`config.mk`:
```
export PLATFORM = sky130hd
export DESIGN_NAME = uart_reg_bridge_flat
export DESIGN_NICKNAME = d
export VERILOG_FILES = /design/src/rtl/uart_reg_bridge_if.sv /design/src/rtl/uart_reg_bridge.sv /design/src/flat_wrapper.sv
export SDC_FILE = /design/constraint.sdc
export NUM_CORES = 1
export LEC_CHECK = 0
export ABC_AREA = 1
export CAP_MARGIN = 10
export CORE_ASPECT_RATIO = 1.5
export CORE_MARGIN = 10
export CORE_UTILIZATION = 30
export DETAILED_ROUTE_END_ITERATION = 16
export GPL_TIMING_DRIVEN = 0
export HOLD_SLACK_MARGIN = 0.05
export SYNTH_ARGS = -nofsm -noshare
export SYNTH_HDL_FRONTEND = slang
export SYNTH_SLANG_ARGS = --single-unit
```
`constraint.sdc`:
```
create_clock -name clk -period 4.3 [get_ports clk]
set_input_delay 0.43 -clock clk [delete_from_list [all_inputs] [get_ports clk]]
set_output_delay 0.43 -clock clk [all_outputs]
set_load 0.03 [all_outputs]
```
`src/rtl/uart_reg_bridge_if.sv`:
```
// rtl/uart_reg_bridge_if.sv - rx/tx FIFO and register-bus signals of uart_reg_bridge
interface uart_reg_bridge_if #(
  parameter int ADDR_WIDTH = 8,
  parameter int DATA_WIDTH = 8
);
  logic [DATA_WIDTH-1:0] rx_data;
  logic                  rx_empty;
  logic                  rx_read;
  logic [DATA_WIDTH-1:0] tx_data;
  logic                  tx_write;
  logic                  tx_full;
  logic [ADDR_WIDTH-1:0] bus_addr;
  logic [DATA_WIDTH-1:0] bus_wdata;
  logic                  bus_we;
  logic                  bus_re;
  logic [DATA_WIDTH-1:0] bus_rdata;
  logic                  bus_ack;

  modport master (
    input  rx_data, rx_empty, tx_full, bus_rdata, bus_ack,
    output rx_read, tx_data, tx_write, bus_addr, bus_wdata, bus_we, bus_re
  );

  modport slave (
    output rx_data, rx_empty, tx_full, bus_rdata, bus_ack,
    input  rx_read, tx_data, tx_write, bus_addr, bus_wdata, bus_we, bus_re
  );
endinterface

```
`src/rtl/uart_reg_bridge.sv`:
```
// rtl/uart_reg_bridge.sv - 'W'/'R' host command engine between uart FIFOs and a register bus
// Optional trailing XOR checksum byte enabled by UART_REG_BRIDGE_CHECKSUM_EN.
module uart_reg_bridge #(
  parameter int ADDR_WIDTH   = 8,
  parameter int DATA_WIDTH   = 8,
  parameter int BYTE_TIMEOUT = 65535,
  parameter int BUS_TIMEOUT  = 255
) (
  input  logic               clk,
  input  logic               rst_n,
  uart_reg_bridge_if.master  bif,
  output logic               busy,
  output logic [7:0]         err_count
);
  localparam int BYTE_CW = $clog2(BYTE_TIMEOUT + 1);
  localparam int BUS_CW  = $clog2(BUS_TIMEOUT + 1);
  localparam logic [BYTE_CW-1:0]    BYTE_LAST = BYTE_CW'(BYTE_TIMEOUT - 1);
  localparam logic [BUS_CW-1:0]     BUS_LAST  = BUS_CW'(BUS_TIMEOUT - 1);
  localparam logic [DATA_WIDTH-1:0] CMD_W = DATA_WIDTH'(8'h57);
  localparam logic [DATA_WIDTH-1:0] CMD_R = DATA_WIDTH'(8'h52);
  localparam logic [DATA_WIDTH-1:0] RSP_K = DATA_WIDTH'(8'h4B);
  localparam logic [DATA_WIDTH-1:0] RSP_E = DATA_WIDTH'(8'h45);

`ifdef UART_REG_BRIDGE_CHECKSUM_EN
  localparam logic [DATA_WIDTH-1:0] RSP_C = DATA_WIDTH'(8'h43);
  typedef enum logic [2:0] {IDLE, GET_ADDR, GET_DATA, GET_CSUM, BUS_WR, BUS_RD, RD_WAIT, SEND} state_t;
  logic [DATA_WIDTH-1:0] csum_q, csum_d;
`else
  typedef enum logic [2:0] {IDLE, GET_ADDR, GET_DATA, BUS_WR, BUS_RD, RD_WAIT, SEND} state_t;
`endif

  state_t                state, state_d;
  logic                  is_wr, is_wr_d;
  logic [ADDR_WIDTH-1:0] addr_q, addr_d;
  logic [DATA_WIDTH-1:0] wdata_q, wdata_d;
  logic [DATA_WIDTH-1:0] resp_q, resp_d;
  logic                  resp_err, resp_err_d;
  logic [DATA_WIDTH-1:0] tx_data_q, tx_data_d;
  logic                  tx_write_q, tx_write_d;
  logic                  rx_read_q, rx_read_d;
  logic [BYTE_CW-1:0]    byte_cnt, byte_cnt_d;
  logic [BUS_CW-1:0]     bus_cnt, bus_cnt_d;
  logic [7:0]            err_d;
  logic                  receiving;

  always_ff @(posedge clk or negedge rst_n) begin
    if (!rst_n) begin
      state      <= IDLE;
      is_wr      <= 1'b0;
      addr_q     <= '0;
      wdata_q    <= '0;
      resp_q     <= '0;
      resp_err   <= 1'b0;
      tx_data_q  <= '0;
      tx_write_q <= 1'b0;
      rx_read_q  <= 1'b0;
      byte_cnt   <= '0;
      bus_cnt    <= '0;
      err_count  <= '0;
`ifdef UART_REG_BRIDGE_CHECKSUM_EN
      csum_q     <= '0;
`endif
    end else begin
      state      <= state_d;
      is_wr      <= is_wr_d;
      addr_q     <= addr_d;
      wdata_q    <= wdata_d;
      resp_q     <= resp_d;
      resp_err   <= resp_err_d;
      tx_data_q  <= tx_data_d;
      tx_write_q <= tx_write_d;
      rx_read_q  <= rx_read_d;
      byte_cnt   <= byte_cnt_d;
      bus_cnt    <= bus_cnt_d;
      err_count  <= err_d;
`ifdef UART_REG_BRIDGE_CHECKSUM_EN
      csum_q     <= csum_d;
`endif
    end
  end

  // rx_read_q high means the FIFO head is being popped this cycle, so rx_data is captured now.
  always_comb begin
    state_d    = state;
    is_wr_d    = is_wr;
    addr_d     = addr_q;
    wdata_d    = wdata_q;
    resp_d     = resp_q;
    resp_err_d = resp_err;
    tx_data_d  = tx_data_q;
    tx_write_d = 1'b0;
    byte_cnt_d = '0;
    bus_cnt_d  = '0;
    err_d      = err_count;
`ifdef UART_REG_BRIDGE_CHECKSUM_EN
    csum_d     = csum_q;
`endif
    case (state)
      IDLE: begin
        if (rx_read_q) begin
`ifdef UART_REG_BRIDGE_CHECKSUM_EN
          csum_d = bif.rx_data;
`endif
          if (bif.rx_data == CMD_W || bif.rx_data == CMD_R) begin
            is_wr_d = (bif.rx_data == CMD_W);
            state_d = GET_ADDR;
          end else begin
            resp_d     = RSP_E;
            resp_err_d = 1'b1;
            state_d    = SEND;
          end
        end
      end
      GET_ADDR: begin
        if (rx_read_q) begin
          addr_d = ADDR_WIDTH'(bif.rx_data);
`ifdef UART_REG_BRIDGE_CHECKSUM_EN
          csum_d  = csum_q ^ bif.rx_data;
          state_d = is_wr ? GET_DATA : GET_CSUM;
`else
          state_d = is_wr ? GET_DATA : BUS_RD;
`endif
        end else if (byte_cnt == BYTE_LAST) state_d = IDLE;
        else byte_cnt_d = byte_cnt + 1'b1;
      end
      GET_DATA: begin
        if (rx_read_q) begin
          wdata_d = bif.rx_data;
`ifdef UART_REG_BRIDGE_CHECKSUM_EN
          csum_d  = csum_q ^ bif.rx_data;
          state_d = GET_CSUM;
`else
          state_d = BUS_WR;
`endif
        end else if (byte_cnt == BYTE_LAST) state_d = IDLE;
        else byte_cnt_d = byte_cnt + 1'b1;
      end
`ifdef UART_REG_BRIDGE_CHECKSUM_EN
      GET_CSUM: begin
        if (rx_read_q) begin
          if (bif.rx_data == csum_q) state_d = is_wr ? BUS_WR : BUS_RD;
          else begin
            resp_d     = RSP_C;
            resp_err_d = 1'b1;
            state_d    = SEND;
          end
        end else if (byte_cnt == BYTE_LAST) state_d = IDLE;
        else byte_cnt_d = byte_cnt + 1'b1;
      end
`endif
      BUS_WR: begin
        resp_d     = RSP_K;
        resp_err_d = 1'b0;
        state_d    = SEND;
      end
      BUS_RD, RD_WAIT: begin
        if (bif.bus_ack) begin
          resp_d     = bif.bus_rdata;
          resp_err_d = 1'b0;
          state_d    = SEND;
        end else if (state == RD_WAIT && bus_cnt == BUS_LAST) begin
          resp_d     = RSP_E;
          resp_err_d = 1'b1;
          state_d    = SEND;
        end else begin
          state_d   = RD_WAIT;
          bus_cnt_d = (state == RD_WAIT) ? bus_cnt + 1'b1 : '0;
        end
      end
      SEND: begin
        if (!bif.tx_full) begin
          tx_write_d = 1'b1;
          tx_data_d  = resp_q;
          if (resp_err && err_count != 8'hFF) err_d = err_count + 8'd1;
          state_d = IDLE;
        end
      end
      default: state_d = IDLE;
    endcase
    case (state_d)
      IDLE, GET_ADDR, GET_DATA: receiving = 1'b1;
`ifdef UART_REG_BRIDGE_CHECKSUM_EN
      GET_CSUM:                 receiving = 1'b1;
`endif
      default:                  receiving = 1'b0;
    endcase
    rx_read_d = receiving && !bif.rx_empty && !rx_read_q;
  end

  assign bif.rx_read   = rx_read_q;
  assign bif.tx_data   = tx_data_q;
  assign bif.tx_write  = tx_write_q;
  assign bif.bus_addr  = addr_q;
  assign bif.bus_wdata = wdata_q;
  assign bif.bus_we    = (state == BUS_WR);
  assign bif.bus_re    = (state == BUS_RD);
  assign busy          = (state != IDLE);
endmodule
```
`src/flat_wrapper.sv`:
```
// flat-port wrapper written by rule: the top's interface ports become plain ports
module uart_reg_bridge_flat 
#(
  parameter int ADDR_WIDTH   = 8,
  parameter int DATA_WIDTH   = 8,
  parameter int BYTE_TIMEOUT = 65535,
  parameter int BUS_TIMEOUT  = 255
)
  (clk, rst_n, busy, err_count, bif_rx_data, bif_rx_empty, bif_tx_full, bif_bus_rdata, bif_bus_ack, bif_rx_read, bif_tx_data, bif_tx_write, bif_bus_addr, bif_bus_wdata, bif_bus_we, bif_bus_re);
  uart_reg_bridge_if #(.ADDR_WIDTH(ADDR_WIDTH), .DATA_WIDTH(DATA_WIDTH)) bif_i ();
  input  logic clk;
  input  logic rst_n;
  output logic busy;
  output logic [7:0] err_count;
  input wire logic [$bits(bif_i.rx_data)-1:0] bif_rx_data;
  input wire logic [$bits(bif_i.rx_empty)-1:0] bif_rx_empty;
  input wire logic [$bits(bif_i.tx_full)-1:0] bif_tx_full;
  input wire logic [$bits(bif_i.bus_rdata)-1:0] bif_bus_rdata;
  input wire logic [$bits(bif_i.bus_ack)-1:0] bif_bus_ack;
  output wire logic [$bits(bif_i.rx_read)-1:0] bif_rx_read;
  output wire logic [$bits(bif_i.tx_data)-1:0] bif_tx_data;
  output wire logic [$bits(bif_i.tx_write)-1:0] bif_tx_write;
  output wire logic [$bits(bif_i.bus_addr)-1:0] bif_bus_addr;
  output wire logic [$bits(bif_i.bus_wdata)-1:0] bif_bus_wdata;
  output wire logic [$bits(bif_i.bus_we)-1:0] bif_bus_we;
  output wire logic [$bits(bif_i.bus_re)-1:0] bif_bus_re;
  assign bif_i.rx_data = bif_rx_data;
  assign bif_i.rx_empty = bif_rx_empty;
  assign bif_i.tx_full = bif_tx_full;
  assign bif_i.bus_rdata = bif_bus_rdata;
  assign bif_i.bus_ack = bif_bus_ack;
  assign bif_rx_read = bif_i.rx_read;
  assign bif_tx_data = bif_i.tx_data;
  assign bif_tx_write = bif_i.tx_write;
  assign bif_bus_addr = bif_i.bus_addr;
  assign bif_bus_wdata = bif_i.bus_wdata;
  assign bif_bus_we = bif_i.bus_we;
  assign bif_bus_re = bif_i.bus_re;
  uart_reg_bridge #(.ADDR_WIDTH(ADDR_WIDTH), .DATA_WIDTH(DATA_WIDTH), .BYTE_TIMEOUT(BYTE_TIMEOUT), .BUS_TIMEOUT(BUS_TIMEOUT)) u_core (.clk(clk), .rst_n(rst_n), .bif(bif_i), .busy(busy), .err_count(err_count));
endmodule
```
# After elaboration in Yosys (flattened, before gate mapping)
# Index checks and enable logic that the tools add are counted.
# totals
ff_bits	71
in_bits	21
word_cells	82
# op_classes
add_sub_neg	3
n_eq_ne	16
mux	30
bitwise	1
reduce_logical	20
# op_table
op	n
2-to-1 mux 8 bit	8
2-to-1 mux 16 bit	3
2-to-1 mux 3 bit	8
case mux 8 bit (3 select lines)	1
case mux 3 bit (6 select lines)	1
adder 16 x 1 -> 16 bit (second input constant)	1
adder 8 x 1 -> 8 bit (second input constant)	2
equality test 16 bit (second input constant)	1
equality test 8 x 7 -> 1 bit (second input constant)	2
equality test 3 x 2 -> 1 bit (second input constant)	3
equality test 3 bit (second input constant)	3
equality test 8 bit (second input constant)	1
!= test 8 bit (second input constant)	1
2-to-1 mux 1 bit	7
equality test 3 x 1 -> 1 bit (second input constant)	2
zero test 3 bit	2
AND reduction 2 bit	3
AND reduction 3 bit	2
nonzero test 3 bit	2
logical AND 1 bit	4
AND reduction 4 bit	1
OR reduction 2 bit	2
!= test 3 x 2 -> 1 bit (second input constant)	1
case mux 1 bit (3 select lines)	1
7 further kinds	8

# Logic depth before layout (Yosys ltp)
# Gate-level depths: netlist of the first run.
# depth
word_depth	10
ltp_mapped	11
depth_no_buf	11

# Least setup slack after synthesis of the first run
# No wires, ideal clock.
# synth_timing
kind	register to register
from	register u_core.err_count[0]
to	register u_core.err_count[2]
setup_ps	123
arrival_ps	1375
path_slack_ps	2802
stages_incl_launch_ff	8
n_path_buf	0
cell_sequence	dfrtp_1 > ha_1 > nand3_1 > nor2_1 > nor2_4 > inv_2 > nand2_1 > o21ai_1
# synth_via
elab_chain_len	3
elab_cells_between_ends	4
classes_between	add/sub (1); eq/ne (1); reduce/logical (2)
# synth_rtl
item	line	text
start: declaration	uart_reg_bridge.sv:13	output logic [7:0] err_count
start signal: assignment	uart_reg_bridge.sv:75	err_count <= err_d;
branches (longest 3 deep; another with adder 8 x 1 -> 8 bit)	-	
# Parallel ways; which one is timed is not known.
# A chain may end at the register's enable or synchronous reset.

# Worst setup path in the final report of the first run
# layout_timing
from	register u_core.state[2]
to	output bif_bus_we
# layout_via
elab_chain_len	1
# layout_rtl
item	line	text
start: declaration	uart_reg_bridge.sv:32	state_t state, state_d;
start signal: assignment	uart_reg_bridge.sv:64	state <= state_d;
equality test 3 x 2 -> 1 bit	uart_reg_bridge.sv:195	assign bif.bus_we = (state == BUS_WR);
end: declaration	flat_wrapper.sv:25	output wire logic [$bits(bif_i.bus_we)-1:0] bif_bus_we;
# No other way between the ends.

==> results of run 1 <==
## layout by cell type, fill, tap and decap left out, types with 2 or more instances in the layout
cell type and count:
a21oi_1 6, a31oi_1 3, buf_2 2, buf_4 2
bufinv_16 3, clkbuf_1 2, clkbuf_16 9, clkdlybuf4s50_1 56
dfrtp_1 71, ha_1 5, inv_1 46, inv_2 2
nand2_1 141, nand2_2 2, nand3_1 25, nand4_1 6
nor2_1 55, nor2_2 3, nor2_4 2, nor3_1 10
o21ai_0 25, xnor2_1 9, xor2_1 5
## power by group
| part | internal (mW) | switching, mW | leakage [nW] |
|---|---|---|---|
| registers | 0.859 | 0.130 | 0.927 |
| logic | 0.447 | 0.744 | 1.02 |
| clock network | 0.568 | 0.286 | 0.166 |
| total | 1.87 | 1.16 | 2.11 |
## worst paths after layout
check	from	to	slack (ns)	cells past startpoint
setup / recovery	u_core.state[2]	bif_bus_we	1.98	4
hold / removal	u_core.resp_q[4]	u_core.resp_q[4]	0.47	2
setup reg to reg	u_core.byte_cnt[0]	u_core.byte_cnt[12]	2.54	9
hold reg to reg	u_core.resp_q[4]	u_core.resp_q[4]	0.47	2
max in group asynchronous	rst_n	u_core.bif.tx_write	3.19	3
min in group asynchronous	rst_n	u_core.bif.bus_wdata[1]	0.56	2
## per-stage QoR
step | cell area [um2] | worst slack [ns] | std cells | total power, mW
CTS | 4550 | 1.95 | 652 | 3.08
finish | 4550 | 1.98 | 652 | 3.03
floorplan | 3420 | 2.80 | 430 | 1.73
global placement | 4170 | 0.276 | 634 | 2.18
detailed placement | 4200 | 2.31 | 635 | 2.21
global route | 4550 | 1.87 | 652 | 3.24
## final cells by class
class                      count  area [um2]
inverter                      48         180
timing repair buffer          59         606
fill                        1143        6560
multi-input combinational    306        1430
tap                          147         184
clock buffer                   9         225
sequential                    71        1780
buffer                         5        25.0
clock inverter                 7         120
## cells in the mapped netlist, types with 5 or more instances
cell,n,area [um2]
xor2_1,5,43.8
inv_1,46,173
nand4_1,6,37.5
xnor2_1,9,78.8
nor2_1,55,206
nand3_1,25,125
nand2_1,141,529
dfrtp_1,71,1780
nor3_1,10,50.1
ha_1,5,62.6
o21ai_0,25,125
a21oi_1,6,30.0
## registers in the layout, summed over array words and instances (netlist names)
register              flops
u_core.bus_cnt            8
u_core.resp_err           1
u_core.bif.bus_wdata      8
u_core.resp_q             8
u_core.bif.tx_data        8
u_core.bif.tx_write       1
u_core.state              3
u_core.bif.rx_read        1
u_core.is_wr              1
u_core.err_count          8
u_core.bif.bus_addr       8
u_core.byte_cnt          16
## worst max-delay path, stage by stage, from the launching register on
cell and delay [ns]:
dfrtp_1 0.41, inv_1 0.14, nand3_1 0.17, inv_1 0.15, clkdlybuf4s50_1 0.69
## logic make-up after synthesis
| logic type | share of synthesized area |
|---|---|
| buffers and inverters | 0.0601 |
| AOI/OAI and AO/OA | 0.0593 |
| DFF | 0.520 |
| adders and majority gates | 0.0183 |
| xor gates and xnor gates | 0.0359 |
| and+or+nand+nor | 0.306 |
## metal layers
| metal | up-vias | global-route usage | wire [um] |
|---|---|---|---|
| met3 | 8 | 0.0501 | 611 |
| li1 | 1492 | - | - |
| met5 | - | 0 | 0 |
| met2 | 59 | 0.180 | 4090 |
| met4 | 0 | 0.0448 | 121 |
| met1 | 1342 | 0.107 | 3150 |
## timing repair
item,4_1_cts,5_1_grt
setup buffers,0,0
hold endpoints to repair,26,0
hold buffers,1,0
gates resized for setup,0,0
==> results.yml, run 1 <==
cells_and_area:
  syn_to_final_growth_pct: 33.2
  antennaDiodeCount: 0
  final_core_util: 0.409
  drive_above_1_share: 0.0653
  nets: 526
cts:
  clock_sinks: 71
  clock_tree.root_cell: "clkbuf_16"
  htreeDepth: 3
  cts_made_buffers: 9
  insertion_delay_ns: 0.33
  cts_tree: "done"
  clk_pin_slew_worst_paths_ns: 0.05
  cts_buffer_depth: 2
routing:
  drt-total-wl_um: 7970
  drt_drc_violations_left: 0
  postRouteAntennaNets: 0
  drt_iter0_markers: 54
  first_pass_iters: 4
  viasPerCell: 4.45
  vias: 2901
  wl_per_cell_um: 12.2
sta:
  holdWs_ns: 0.467
  final-setup-viol-count: 0
  fmax_mhz: 431
  period_minus_slack_ns: 2.32
  period_share: 0.539
  fin_worst_skew_ns: 0.00386
  finalMaxSlewViolations: 0
  rsz0062_at_grt: "no"
  finalHoldViolations: 0
  worst_slew_pin_slew_ns: 0.424
  relSlewSlack: 0.717
  tns_ns: 0
setup_path:
  critical_path.startpoint_type: "flop"
  cp_max_fo: 5
  required_ns: 3.87
  crit_type: "reg2out"
  crit_path_end_kind: "primary output"
  cp.arrival_ns: 1.89
logic_synthesis:
  synth_fp_nets: 456
  synth_cell_types: 29
  ys.flop_type: "dfrtp_1"
  yosys_warnings: 0
  ys_ff_latch: 71
  ys_seq_area_frac: 0.520
  netlist_area_mm2: 0.00342
  syn_inst: 430
  synth_edf_count: 0
  avgSynthCellArea_um2: 7.94
  async_reset_ff_frac: 1.00
place:
  hpwlAfterDp_um: 6180
  port_buffers: 57
  gp_congestion: 0.824
global_route:
  grt_util_all_layers: 0.105
  grt_pass1_wl_um: 13700
  grt_max_degree: 46
  grt_pass1_vias: 2975
  gr-total-overflow: 0
  antenna_found_initial: 0
die:
  dieHeight_um: 151
  io_pins: 58
  core_region_area_mm2: 0.0111
  die_x_um: 107
  dieArea_mm2: 0.0161
  floorplan.initialDensity: 0.307
  rows: 47
worst_hold_path:
  hold_class: "reg2reg"
flow_run:
  drv_cap: 0
pwr:
  leakage_nw: 2.11
  power_density_mw_per_mm2: 667
  ir_drop_mv: 0.478
run_status:
  outcome: "complete, no violations"
Note: power is estimated with default switching activity, not from simulation.
==> run 2: changes to the inputs <==
==> constraint.sdc (replaced) <==
create_clock -name clk -period 2.3 [get_ports clk]
set_input_delay 0.23 -clock clk [delete_from_list [all_inputs] [get_ports clk]]
set_output_delay 0.23 -clock clk [all_outputs]
set_load 0.03 [all_outputs]
==> results of run 2 <==
Same layout as run 1 (identical final DEF). Status: complete, no violations.
Among the figures that moved: setup slack after placement 2.31 ns -> 0.508 ns; clock-pin slew on the worst setup and hold paths 0.05 ns -> 0.06 ns; setup slack after layout 1.98 ns -> 0.181 ns; hold slack 0.467 ns -> 0.364 ns; register-to-register setup slack 2.54 ns -> 0.54 ns; total power 3.03 mW -> 5.67 mW; worst IR drop on VDD 0.478 mV -> 0.893 mV
==> run 3: changes to the inputs <==
--- a/config.mk
+++ b/config.mk
@@ -13,6 +13,9 @@
 export DETAILED_ROUTE_END_ITERATION = 16
 export GPL_TIMING_DRIVEN = 0
 export HOLD_SLACK_MARGIN = 0.05
+export PLACE_DENSITY = 0.5
+export SETUP_SLACK_MARGIN = 0.3
 export SYNTH_ARGS = -nofsm -noshare
 export SYNTH_HDL_FRONTEND = slang
 export SYNTH_SLANG_ARGS = --single-unit
+export TNS_END_PERCENT = 1
==> run 3 against run 2 <==
Non-clock buffer count did not move. Sequential power barely moved. First-iteration DRC count rose by 78%. Fmax rose by 6.3%. Clock skew fell by 0.00067 ns. Worst hold slack got worse by 0.0067 ns. Combinational power barely moved. Sequential cell count did not move. Setup slack improved by 0.13 ns. Clock power rose by 2%. Largest cell class unchanged. Largest power group unchanged.
==> results.yml, run 3 (synthesized netlist as in run 1, its figures left out) <==
sta:
  relSlewSlack: 0.731
  fmax_mhz: 502
  period_share: 0.866
  setup_slack_ns: 0.307
  finalHoldViolations: 0
  finalMaxSlewViolations: 0
  period_minus_slack_ns: 1.99
  worst_slew_pin_slew_ns: 0.403
  holdWs_ns: 0.357
  fin_worst_skew_ns: 0.00320
  final-setup-viol-count: 0
  rsz0062_at_grt: "yes"
setup_path:
  r2r_slack_ns: 0.54
  reg2reg_from: "u_core.byte_cnt[0]"
  cp_max_fo: 7
  timing.rr.end: "u_core.byte_cnt[12]"
  rr_worst_depth: 9
  startpoint: "u_core.state[0]"
  crit_type: "reg2out"
  critical_path.startpoint_type: "flop"
  crit_path_end_kind: "primary output"
  cp.arrival_ns: 1.76
  required_ns: 2.07
cells_and_area:
  fillCellCount: 1142
  nets: 526
  layout_common_cells: "nand2_1, dfrtp_1, nor2_1, clkdlybuf4s50_1, inv_1"
  layout.cells.most_common: "nand2_1"
  antennaDiodeCount: 0
  fin_area_mm2: 0.00456
  top_register: "u_core.byte_cnt"
  syn_to_final_growth_pct: 33.5
  drive_above_1_share: 0.0653
  largest_reg_flops: 16
cts:
  clk_pin_slew_worst_paths_ns: 0.06
  clock_sinks: 71
  htreeDepth: 3
  post_cts_buffers: 0
  insertion_delay_ns: 0.33
  cts_buffer_depth: 2
  cts_made_buffers: 9
  cts_tree: "done"
  clock_tree.root_cell: "clkbuf_16"
place:
  gp_congestion: 0.747
  hpwlAfterDp_um: 6310
  post_dp_cell_area_mm2: 0.00420
  port_buffers: 57
  dp_slack_ns: 0.510
routing:
  first_pass_iters: 4
  postRouteAntennaNets: 0
  viasPerCell: 4.54
  drt-total-wl_um: 8240
  wl_per_cell_um: 12.6
  vias: 2963
  drt_drc_violations_left: 0
  drt_iter0_markers: 96
run_status:
  outcome: "complete, no violations"
global_route:
  grt_max_degree: 46
  busiest_layer: "met2"
  antenna_found_initial: 0
  gr-total-overflow: 0
  use_met3: 0.0321
  grt_pass1_vias: 3044
  grt_pass1_wl_um: 14000
  grt_util_all_layers: 0.107
  grt_use_met1: 0.115
  use_met2: 0.187
die:
  dieArea_mm2: 0.0161
  core_region_area_mm2: 0.0111
  floorplan.initialDensity: 0.307
  io_pins: 58
  die_x_um: 107
  rows: 47
  dieHeight_um: 151
worst_hold_path:
  hold_class: "in2async"
pwr:
  ir_drop_mv: 0.705
  power_mw: 5.70
  power_density_mw_per_mm2: 1250
  leakage_nw: 2.12
flow_run:
  drv_cap: 0
[run 3: layer usage]
layer	wire [um]	part of all wire	up-vias
met4	189	0.023	0
met1	3430	0.42	1398
met3	455	0.055	14
met5	0	0	-
li1	-	-	1496
met2	4160	0.51	55
[run 3: power by group]
group	internal [mW]	switching (mW)
clock network	1.10	0.549
registers	1.61	0.247
logic	0.832	1.37
[run 3: through the flow]
stage	TNS [ns]	cells	utilization
global route	0	652	0.410
CTS	0	652	0.410
global placement	-116.76	634	0.375
detailed placement	0	635	0.377
finish	0	652	0.410
floorplan	0	430	-
[run 3: worst max-delay path, stage by stage, from the launching register on]
cell	delay, ns
dfrtp_1	0.46
inv_1	0.10
nand3_1	0.12
inv_1	0.08
clkdlybuf4s50_1	0.67
[run 3: worst max path at each step]
stage	to	slack, ns	cells past startpoint
final	bif_bus_re	0.31	4
after global routing	bif_bus_re	0.22	4
after CTS	busy	0.23	3
after detailed placement	bif_bus_we	0.51	4
after global placement	u_core.bif.tx_data[4]	-1.65	1
after floorplan	u_core.err_count[2]	0.80	7
[run 3: timing repair]
action | 4_1_cts | 5_1_grt
hold endpoints to repair | 26 | 0
endpoints found under the setup margin | 3 | 2
resized for setup | 1 | 1
hold buffers | 1 | 0
[run 3: final cells by class]
cell class,instances,area [um2],area share
Clock inverter,6,115,0.0252
Sequential cell,71,1780,0.390
Multi-Input combinational cell,306,1430,0.314
Buffer,5,25.0,0.00549
Timing Repair Buffer,59,607,0.133
Clock buffer,10,239,0.0524
Inverter,48,180,0.0395
Tap cell,147,184,0.0403
